**config.mk**
```make
export PLATFORM = sky130hd
export DESIGN_NAME = vga_timing_gen
export DESIGN_NICKNAME = d
export VERILOG_FILES = /design/src/rtl/vga_timing_gen.sv
export SDC_FILE = /design/constraint.sdc
export NUM_CORES = 1
export LEC_CHECK = 0
export ABC_AREA = 1
export CAP_MARGIN = 40
export CORE_MARGIN = 8
export CORE_UTILIZATION = 45
export DETAILED_ROUTE_END_ITERATION = 12
export PLACE_DENSITY = 0.74
export SLEW_MARGIN = 10
export SYNTH_ARGS = -nofsm -noshare
export SYNTH_HDL_FRONTEND = slang
export SYNTH_SLANG_ARGS = --single-unit
```
**constraint.sdc**
```tcl
create_clock -name iClk -period 3.6 [get_ports iClk]
set_input_delay 0.36 -clock iClk [delete_from_list [all_inputs] [get_ports iClk]]
set_output_delay 0.36 -clock iClk [all_outputs]
set_load 0.03 [all_outputs]
```
**src/rtl/vga_timing_gen.sv**
```systemverilog
// vga_timing_gen
//   Parametrised raster timing generator. A divider turns iClk into a pixel
//   strobe; a column/line counter pair walks the raster once per strobe and
//   every output is registered from the *next* coordinates, so the sync and
//   active flags always line up with the coordinates shown beside them.
//
// Ports
//   iClk        system clock (single clock domain)
//   iRst        synchronous active-high reset
//   iEn         run enable; low freezes divider, counters and flags
//   oPixEn      pixel strobe, one iClk cycle per pixel period
//   oHS / oVS   syncs, driven at HS_POL / VS_POL while asserted
//   oActive     current coordinates lie in the visible area
//   oCountH/V   current column / line
//   oLineStart  oPixEn at column 0
//   oFrameStart oPixEn at column 0, line 0
`timescale 1ns/1ps

module vga_timing_gen #(
  parameter int   CNT_W    = 12,
  parameter int   H_ACTIVE = 640,
  parameter int   H_FP     = 16,
  parameter int   H_PW     = 96,
  parameter int   H_BP     = 48,
  parameter int   V_ACTIVE = 480,
  parameter int   V_FP     = 10,
  parameter int   V_PW     = 2,
  parameter int   V_BP     = 33,
  parameter logic HS_POL   = 1'b0,
  parameter logic VS_POL   = 1'b0,
  parameter int   CLK_DIV  = 1
) (
  input  logic             iClk,
  input  logic             iRst,
  input  logic             iEn,
  output logic             oPixEn,
  output logic             oHS,
  output logic             oVS,
  output logic             oActive,
  output logic [CNT_W-1:0] oCountH,
  output logic [CNT_W-1:0] oCountV,
  output logic             oLineStart,
  output logic             oFrameStart
);

  localparam int H_TOTAL = H_ACTIVE + H_FP + H_PW + H_BP;
  localparam int V_TOTAL = V_ACTIVE + V_FP + V_PW + V_BP;
  localparam int DIV_W   = (CLK_DIV > 1) ? $clog2(CLK_DIV) : 1;

  localparam logic [CNT_W-1:0] H_LAST   = CNT_W'(H_TOTAL - 1);
  localparam logic [CNT_W-1:0] V_LAST   = CNT_W'(V_TOTAL - 1);
  localparam logic [CNT_W-1:0] H_VIS    = CNT_W'(H_ACTIVE);
  localparam logic [CNT_W-1:0] V_VIS    = CNT_W'(V_ACTIVE);
  localparam logic [CNT_W-1:0] HS_START = CNT_W'(H_ACTIVE + H_FP);
  localparam logic [CNT_W-1:0] HS_END   = CNT_W'(H_ACTIVE + H_FP + H_PW);
  localparam logic [CNT_W-1:0] VS_START = CNT_W'(V_ACTIVE + V_FP);
  localparam logic [CNT_W-1:0] VS_END   = CNT_W'(V_ACTIVE + V_FP + V_PW);
  localparam logic [DIV_W-1:0] PH_LAST  = DIV_W'(CLK_DIV - 1);

  logic [DIV_W-1:0] phase;
  logic [DIV_W-1:0] phase_nxt;
  logic             pix_nxt;
  logic [CNT_W-1:0] h_nxt;
  logic [CNT_W-1:0] v_nxt;
  logic             hs_on;
  logic             vs_on;
  logic             active_nxt;

  // Next-state of divider and raster. The position only moves on an enabled
  // edge that closes a strobe cycle, so a freeze that swallows a strobe costs
  // one extra presentation of the held pixel rather than a skipped pixel.
  always_comb begin
    phase_nxt = phase;
    pix_nxt   = 1'b0;
    h_nxt     = oCountH;
    v_nxt     = oCountV;
    if (iEn) begin
      if (phase == PH_LAST) begin
        phase_nxt = '0;
        pix_nxt   = 1'b1;
      end else begin
        phase_nxt = phase + DIV_W'(1);
      end
      if (oPixEn) begin
        if (oCountH == H_LAST) begin
          h_nxt = '0;
          v_nxt = (oCountV == V_LAST) ? '0 : oCountV + CNT_W'(1);
        end else begin
          h_nxt = oCountH + CNT_W'(1);
        end
      end
    end
  end

  // Flags are decoded from the next coordinates and registered alongside
  // them, which gives zero skew between flags and counts.
  always_comb begin
    hs_on      = (h_nxt >= HS_START) && (h_nxt < HS_END);
    vs_on      = (v_nxt >= VS_START) && (v_nxt < VS_END);
    active_nxt = (h_nxt < H_VIS) && (v_nxt < V_VIS);
  end

  always_ff @(posedge iClk) begin
    if (iRst) begin
      phase       <= '0;
      oPixEn      <= 1'b0;
      oCountH     <= '0;
      oCountV     <= '0;
      oHS         <= ~HS_POL;
      oVS         <= ~VS_POL;
      oActive     <= 1'b1;
      oLineStart  <= 1'b0;
      oFrameStart <= 1'b0;
    end else begin
      phase       <= phase_nxt;
      oPixEn      <= pix_nxt;
      oCountH     <= h_nxt;
      oCountV     <= v_nxt;
      oHS         <= hs_on ? HS_POL : ~HS_POL;
      oVS         <= vs_on ? VS_POL : ~VS_POL;
      oActive     <= active_nxt;
      oLineStart  <= pix_nxt && (h_nxt == '0);
      oFrameStart <= pix_nxt && (h_nxt == '0) && (v_nxt == '0);
    end
  end

endmodule

```
### Word level (Yosys, flattened, before mapping)

Index checks and enable logic that the tools add are counted.

| operators by class | value |
|---|---|
| $add $sub $neg | 3 |
| order comparisons | 6 |
| equality and inequality tests | 2 |
| multiplexer cells | 12 |
| reductions and logical operators | 7 |

Operators by type and width:

| operator | number |
|---|---|
| 12-bit 2-to-1 mux | 7 |
| 12-bit by 1-bit adder with 12-bit output, second input constant | 2 |
| 12-bit by 10-bit equality test with 1-bit output, second input constant | 2 |
| 12-bit zero test | 2 |
| 12-bit by 10-bit < comparator with 1-bit output, second input constant | 2 |
| 12-bit by 9-bit < comparator with 1-bit output, second input constant | 2 |
| 12-bit by 10-bit greater-or-equal comparator with 1-bit output, second input constant | 1 |
| 12-bit by 9-bit greater-or-equal comparator with 1-bit output, second input constant | 1 |
| 1-bit logical AND | 5 |
| 1-bit 2-to-1 mux | 5 |
| 1-bit adder, second input constant | 1 |

| word-level totals | value |
|---|---|
| register bits after elaboration | 31 |
| input bits | 3 |
| output and inout port bits | 30 |

### Logic depth before layout (Yosys ltp)

Gate-level depths: netlist (run 1).

| logic depth | value |
|---|---|
| depth after elaboration | 8 |
| mapped depth | 14 |

### Worst setup path after synthesis (run 1)

Ideal clock, no wire load.

| path | value |
|---|---|
| kind | register to register |
| start point | reg oCountH[1] |
| end point | reg oVS |
| data arrival time | 1.872 ns |
| setup slack | 1.603 ns |
| cell stages (with the launch flop) | 11 |
| path buffers | 0 |
| period minus slack after synthesis | 1.997 ns |
| cell sequence | dfxtp_1 ha_1 nand2_2 nor2_8 nand2_4 nor2_8 nand3_1 xor2_1 a21oi_1 nand2_1 nand3b_1 |

| between the ends | value |
|---|---|
| longest elaborated chain between the ends | 7 |

RTL lines:

| element | line | text |
|---|---|---|
| from (decl) | 40 | `output logic [CNT_W-1:0] oCountH,` |
| from (signal assigned) | 117 | `oCountH <= h_nxt;` |
| 12-bit by 10-bit equality test with 1-bit output (*) | 85 | `if (oCountH == H_LAST) begin` |
| 12-bit 2-to-1 mux (*) | 85 |  |
| 12-bit 2-to-1 mux (*) | 84 | `if (oPixEn) begin` |
| 12-bit 2-to-1 mux (*) | 77 | `if (iEn) begin` |
| 12-bit by 9-bit greater-or-equal comparator with 1-bit output / 12-bit by 9-bit < comparator with 1-bit output (equally long branches) | 99 | `vs_on = (v_nxt >= VS_START) && (v_nxt < VS_END);` |
| 1-bit logical AND (*) | 99 |  |
| 1-bit 2-to-1 mux (*) | 120 | `oVS <= vs_on ? VS_POL : ~VS_POL;` |
| to (signal assigned) | 110 | `oVS <= ~VS_POL;` |
| to (signal assigned) | 120 |  |
| to (decl) | 38 | `output logic oVS,` |

Mark *: on every way between the ends. The rest lies on a longest branch, timed or not.
A chain may end at the register's enable or synchronous reset.

### Final worst setup path (run 1)

| path | value |
|---|---|
| start point | in iEn |
| end point | reg oActive |

| between the ends | value |
|---|---|
| longest elaborated chain between the ends | 3 |

RTL lines:

| element | line | text |
|---|---|---|
| from (decl) | 35 | `input logic iEn,` |
| 12-bit 2-to-1 mux | 77 |  |
| 12-bit by 10-bit < comparator with 1-bit output / 12-bit by 9-bit < comparator with 1-bit output (equally long branches) | 100 | `active_nxt = (h_nxt < H_VIS) && (v_nxt < V_VIS);` |
| 1-bit logical AND (*) | 100 |  |
| to (signal assigned) | 121 | `oActive <= active_nxt;` |
| to (decl) | 39 | `output logic oActive,` |

Marks and branches as above.

==> results.toml, run 1 <==
[global_routing]
track_usage_pct = 17.01
grt_start_max_net_pins = 16
antenna_found_initial = 0
overflow = 0
grt_pass1_wl_um = 8735
grt_pass1_vias = 1866

[placement]
place_congestion = 0.9242
io_buffer_count = 32
dpl.cell_count = 362
dp_hpwl_um = 3904
dpl-instance-area_um2 = 2212

[final_layout]
layout-area-overhead-vs-synth_pct = 26.63
finalNetCount = 325
finalNonFillerCells = 370
postLayoutCellArea_um2 = 2326
drive_gt1_share_pct = 10.94
num_antenna_cells = 0

[clocking]
clkSinkCount = 30
cts_hold_buffers = 0
cts-htree-levels = 2
clk_latency_ns = 0.29
cts.path.max_buffers = 2
post-cts-setup-buffers = 0
cts-buffers-inserted = 5
clockRootBuffer = "clkbuf_8"
clk_pin_slew_worst_paths_ns = 0.07
cts_resized = 0
cts_tree = "yes"

[sta]
max_clock_freq_mhz = 473.7
slew_headroom_pct = 57.36
hold_violations = 0
period_minus_slack_ns = 2.111
slew_viol_final = 0
hold_ws_ns = 0.5604
worst_slew_pin_slew_ns = 0.6375
setup-violations-final = 0
rsz0062_at_grt = "no"
period_share_pct = 58.64
fin_skew_ns = 0.004791
fin_tns_setup_ns = 0

[yosys]
synthCells = 282
syn-num-nets = 288
ys_types = 33
synth_top_area_share_pct = 32.70
synthTopCellsByArea = "dfxtp_1, nand2_1, nor2_1"
syn_area_per_cell_um2 = 6.513
synth_edf_count = 0
syn-cell-area_um2 = 1837
ys_seq_elements = 30
synth_seq_area_share_pct = 32.70
synth_most_common_cell = "nand2_1"
ys.flop_type = "dfxtp_1"
yosys-top-cells-count = "nand2_1, nor2_1, inv_1"
yosysWarnings = 0
async_reset_ff_share_pct = 0
synth_area_leader_cell = "dfxtp_1"

[route]
route.detailed.drc = 0
post_drt_wl_per_cell_um = 13.87
drt_iter0_markers = 229
wl_um = 5133
vias = 1929
via_per_inst = 5.214
final_antenna_net_count = 0
drt-pass1-iter-count = 4

[critical_path]
crit_top_cell = "nor2_1"
path_cells = "clkdlybuf4s50_1, nand2_4, inv_2, nand3_4, nand2_1, nor2_1, nand3_1, nor2_1, nor2_1, nand3_1, nand2_1"
setup.worst_path.end_class = "flop"
crit_buf_inv = 2
cp_slowest_cell = "clkdlybuf4s50_1"
critPathLaunchType = "input pin"
cp.arrival_ns = 2.29
r2r_slack_ns = 1.57
cp_max_fo = 15
crit_required_ns = 3.77
critPathMaxStageDelay_ns = 0.53
critical_path_class = "in -> reg"
crit_family = "simple AND/OR/NAND/NOR gates"

[power_and_ir_drop]
internal_power_uw = 551.0
power.density_nw_per_um2 = 308.6
vdd_drop_max_uv = 250.9
power.share.clock_pct = 48.5
p_leak_nw = 1.005
power_frac_comb_pct = 4.6
seqPwrFrac_pct = 46.9
switchingPower_uw = 166.8
sw_frac_of_total_pct = 23.24

[floorplanning]
die_area_um2 = 6382
ios = 33
coreArea_um2 = 3971
die_x_um = 79.89
die_h_um = 79.89
num_rows = 23
start_util_pct = 46.25

[hold_path]
hp-class = "reg -> reg"

[status]
status = "finished, final reports clean"

[run]
max_cap_viol_count = 0
[worst paths after layout]
path,startpoint,end,cells past startpoint
max,iEn,oActive$_SDFF_PP1_,11
min,oCountH[1]$_SDFF_PP0_,oCountH[1]$_SDFF_PP0_,2
max reg2reg,oCountH[0]$_SDFF_PP0_,oActive$_SDFF_PP1_,12
min reg2reg,oCountH[1]$_SDFF_PP0_,oCountH[1]$_SDFF_PP0_,2
[cells in the final DEF, fill, tap and decap left out, drive strengths merged, types with 3 or more instances in the layout]
cell | synthesis | final
nor2 | 62 | 62
nand2 | 72 | 72
ha | 3 | 3
dfxtp | 30 | 30
nor3 | 7 | 7
nand3 | 34 | 34
clkdlybuf4s50 | 0 | 32
a21oi | 5 | 5
inv | 37 | 37
clkbuf | 2 | 5
nand4 | 11 | 11
xor2 | 4 | 4
o21ai | 4 | 4
[through the flow]
step,setup slack [ns],utilization [%],total power [mW]
after floorplan,1.603,-,0.3626
after global placement,1.233,55.70,0.3771
after detailed placement,1.259,55.70,0.3769
after CTS,1.546,58.57,0.7213
after global routing,1.283,58.57,0.7443
final,1.489,58.57,0.7178
[kinds of logic (layout without fill, tap and decap cells)]
group	count (synthesis)	count (layout)	synth area share (%)
AND/OR/NAND/NOR	189	189	49.73
buffers and inverters	42	80	8.856
flip-flops	30	30	32.70
AO/OA/AOI/OAI	13	13	4.292
XOR/XNOR	5	5	2.384
adder cells (fa/ha/maj)	3	3	2.044
[worst min-delay path, delay by kind of cell (launching register included)]
| kind | cells | cell delay (ns) |
|---|---|---|
| AO/OA/AOI/OAI | 1 | 0.07 |
| flip-flops | 1 | 0.35 |
| AND/OR/NAND/NOR | 1 | 0.09 |
[registers in the layout, summed over array words and instances, names as in the netlist]
signal       cells
oActive          1
oCountH         12
oCountV         12
oFrameStart      1
oHS              1
oLineStart       1
oPixEn           1
oVS              1
[routing by layer]
| layer | wire length, um | part of all wire (%) | global-route usage, % |
|---|---|---|---|
| met5 | 0 | 0 | 0 |
| met3 | 365 | 7.1 | 3.716 |
| met2 | 2311 | 45 | 26.52 |
| met1 | 2355 | 46 | 21.75 |
| met4 | 101 | 2.0 | 7.636 |
[final cells by class]
cell class | count | area, um^2
fill | 376 | 1645
multi-input combinational | 210 | 1074
sequential | 30 | 600.6
timing repair buffer | 33 | 327.8
inverter | 39 | 147.6
clock buffer | 5 | 68.82
tap | 50 | 62.56
clock inverter | 3 | 45.04
[power groups by stage]
| stage | registers (mW) | clock network, mW | logic (mW) |
|---|---|---|---|
| after floorplan | 0.350 | 0 | 0.0124 |
| after global placement | 0.345 | 0 | 0.0324 |
| after detailed placement | 0.345 | 0 | 0.0323 |
| after CTS | 0.337 | 0.352 | 0.0325 |
| after global routing | 0.337 | 0.372 | 0.0350 |
| final | 0.337 | 0.348 | 0.0327 |
No activity file was read; power rests on OpenSTA's default activity.
==> inputs of run 2 (changes only) <==
- clock period: 3.6 -> 2.2 ns (I/O delays scaled with it)
==> run 2 against run 1 <==
  * Global-route usage is 0.16 points lower
  * Combinational power increased by 84%
  * Setup slack worse by 1.3 ns
  * Critical endpoint is now oFrameStart$_SDFF_PP0_
  * Utilization increased by 1.4 points
  * Register-to-register slack got worse by 1.4 ns
  * First-iteration DRC count increased by 19%
==> results.toml, run 2 (synthesized netlist as in run 1, its figures left out) <==
[status]
status = "finished, final reports clean"

[hold_path]
hp-start = "iRst"
hp-class = "in -> reg"

[route]
via_per_inst = 5.047
wl_um = 5096
drt_iter0_markers = 272
vias = 1918
post_drt_wl_per_cell_um = 13.41
final_antenna_net_count = 0
drt-pass1-iter-count = 4
route.detailed.drc = 0

[final_layout]
regArea_um2 = 600.6
final_cell_mix = "nand2_1, nor2_1, inv_1, clkdlybuf4s50_1"
n_fill_cell = 395
num_antenna_cells = 0
drive_gt1_share_pct = 13.64
finalNetCount = 335
postLayoutCellArea_um2 = 2381
multi_input_area_um2 = 1076
layout-area-overhead-vs-synth_pct = 29.63
reg_top3 = "oCountH (12), oCountV (12)"
final_common_cell = "nand2_1"

[sta]
fin_tns_setup_ns = 0
setup-violations-final = 0
rsz0062_at_grt = "no"
slew_headroom_pct = 78.07
period_minus_slack_ns = 2.028
max_clock_freq_mhz = 493.0
slew_viol_final = 0
fin_skew_ns = 0.007140
worst_slew_pin_slew_ns = 0.3280
period_share_pct = 92.19
hold_violations = 0

[power_and_ir_drop]
vdd_drop_max_uv = 368.0
power.density_nw_per_um2 = 453.8
power.share.clock_pct = 43.4
power_frac_comb_pct = 5.6
internal_power_uw = 822.0
switchingPower_uw = 258.5
p_leak_nw = 1.052
seqPwrFrac_pct = 51.0
sw_frac_of_total_pct = 23.93

[clocking]
cts-htree-levels = 2
clk_latency_ns = 0.29
clk_pin_slew_worst_paths_ns = 0.07
clkSinkCount = 30
cts-buffers-inserted = 5
clockRootBuffer = "clkbuf_8"
cts_tree = "yes"
cts.path.max_buffers = 2

[floorplanning]
die_x_um = 79.89
coreArea_um2 = 3971
ios = 33
die_area_um2 = 6382
num_rows = 23
start_util_pct = 46.25
die_h_um = 79.89

[placement]
dp_hpwl_um = 4000
dpl-instance-area_um2 = 2272
io_buffer_count = 32
place_congestion = 0.9258

[critical_path]
critPathLaunchType = "flop"
critPathMaxStageDelay_ns = 0.40
rr_startpoint = "oCountH[1]$_SDFF_PP0_"
cp.arrival_ns = 2.25
crit_required_ns = 2.42
critical_path_class = "reg -> reg"
setup.worst_path.end_class = "flop"
cp_slowest_cell = "dfxtp_1"
cp-startpoint = "oCountH[1]$_SDFF_PP0_"
path_cells = "ha_1, nand2_2, nor2_8, buf_4, nand4_1, nand2_1, inv_2, nand2_1, nand4_1, nor2_1, nand4_1, nor2_2"
crit_family = "simple AND/OR/NAND/NOR gates"
crit_top_cell = "nand4_1"
cp_max_fo = 6
crit_buf_inv = 2

[global_routing]
grt_pass1_vias = 1766
overflow = 0
antenna_found_initial = 0
grt_start_max_net_pins = 15
grt_pass1_wl_um = 8514
track_usage_pct = 16.86

[run]
max_cap_viol_count = 0
[run 2: what timing repair did]
item                                   CTS  global route
setup endpoints to repair                0             2
endpoints found under the hold margin    0             0
resized for setup                        0             1
setup buffers                            0             2
hold buffers                             0             0
[run 2: layout make-up]
type / instances / share of cell area (%)
Sequential cell: 30 / 25.22
Tap cell: 50 / 2.627
Timing Repair Buffer: 43 / 16.92
Inverter: 39 / 6.201
Multi-Input combinational cell: 210 / 45.19
Clock inverter: 1 / 0.2102
Clock buffer: 7 / 3.626
[run 2: path summary, 6_finish.rpt]
check                           endpoint  slack (ns)  cells after the start
hold reg to reg    oCountV[0]$_SDFF_PP0_        0.55                      2
setup reg to reg  oFrameStart$_SDFF_PP0_        0.17                     12
setup / recovery  oFrameStart$_SDFF_PP0_        0.17                     12
hold / removal     oCountH[5]$_SDFF_PP0_        0.55                      2
[run 2: stage by stage]
stage / worst slack (ns) / power, mW / utilization [%] / hold slack [ns] / instances
3_3_place_gp: 0.1376 / 0.6222 / 57.21 / 0.5310 / 370
2_1_floorplan: 0.2034 / 0.5933 / - / 0.2891 / 282
4_1_cts: 0.1155 / 1.094 / 59.51 / 0.5493 / 378
6_report: 0.1717 / 1.081 / 59.96 / 0.5526 / 380
3_5_place_dp: 0.09571 / 0.6226 / 57.21 / 0.5377 / 370
5_1_grt: 0.002689 / 1.109 / 59.96 / 0.5606 / 380
[run 2: per-layer routing]
metal	global-route usage, %	share of wire [%]	up-vias
met5	0	0	-
met4	7.818	2.5	0
met3	3.604	7.2	15
met2	25.30	43	70
met1	22.31	47	834
li1	-	-	999
[run 2: power by group through the flow]
stage	combinational [mW]	clock (mW)	sequential, mW
2_1_floorplan	0.0203	0	0.573
3_3_place_gp	0.0590	0	0.563
3_5_place_dp	0.0592	0	0.563
4_1_cts	0.0596	0.483	0.551
5_1_grt	0.0640	0.494	0.552
6_report	0.0602	0.469	0.552
[run 2: worst register-to-register path, stage by stage (launching register included)]
cell,delay (ns)
dfxtp_1,0.40
ha_1,0.21
nand2_2,0.12
nor2_8,0.17
buf_4,0.17
nand4_1,0.13
nand2_1,0.15
inv_2,0.04
nand2_1,0.08
nand4_1,0.08
nor2_1,0.09
nand4_1,0.16
nor2_2,0.18
==> inputs of run 3 (changes only) <==
- SKIP_CTS_REPAIR_TIMING: default -> 1
==> results of run 3 <==
No change in the layout: final DEF, timing and power equal those of run 2.
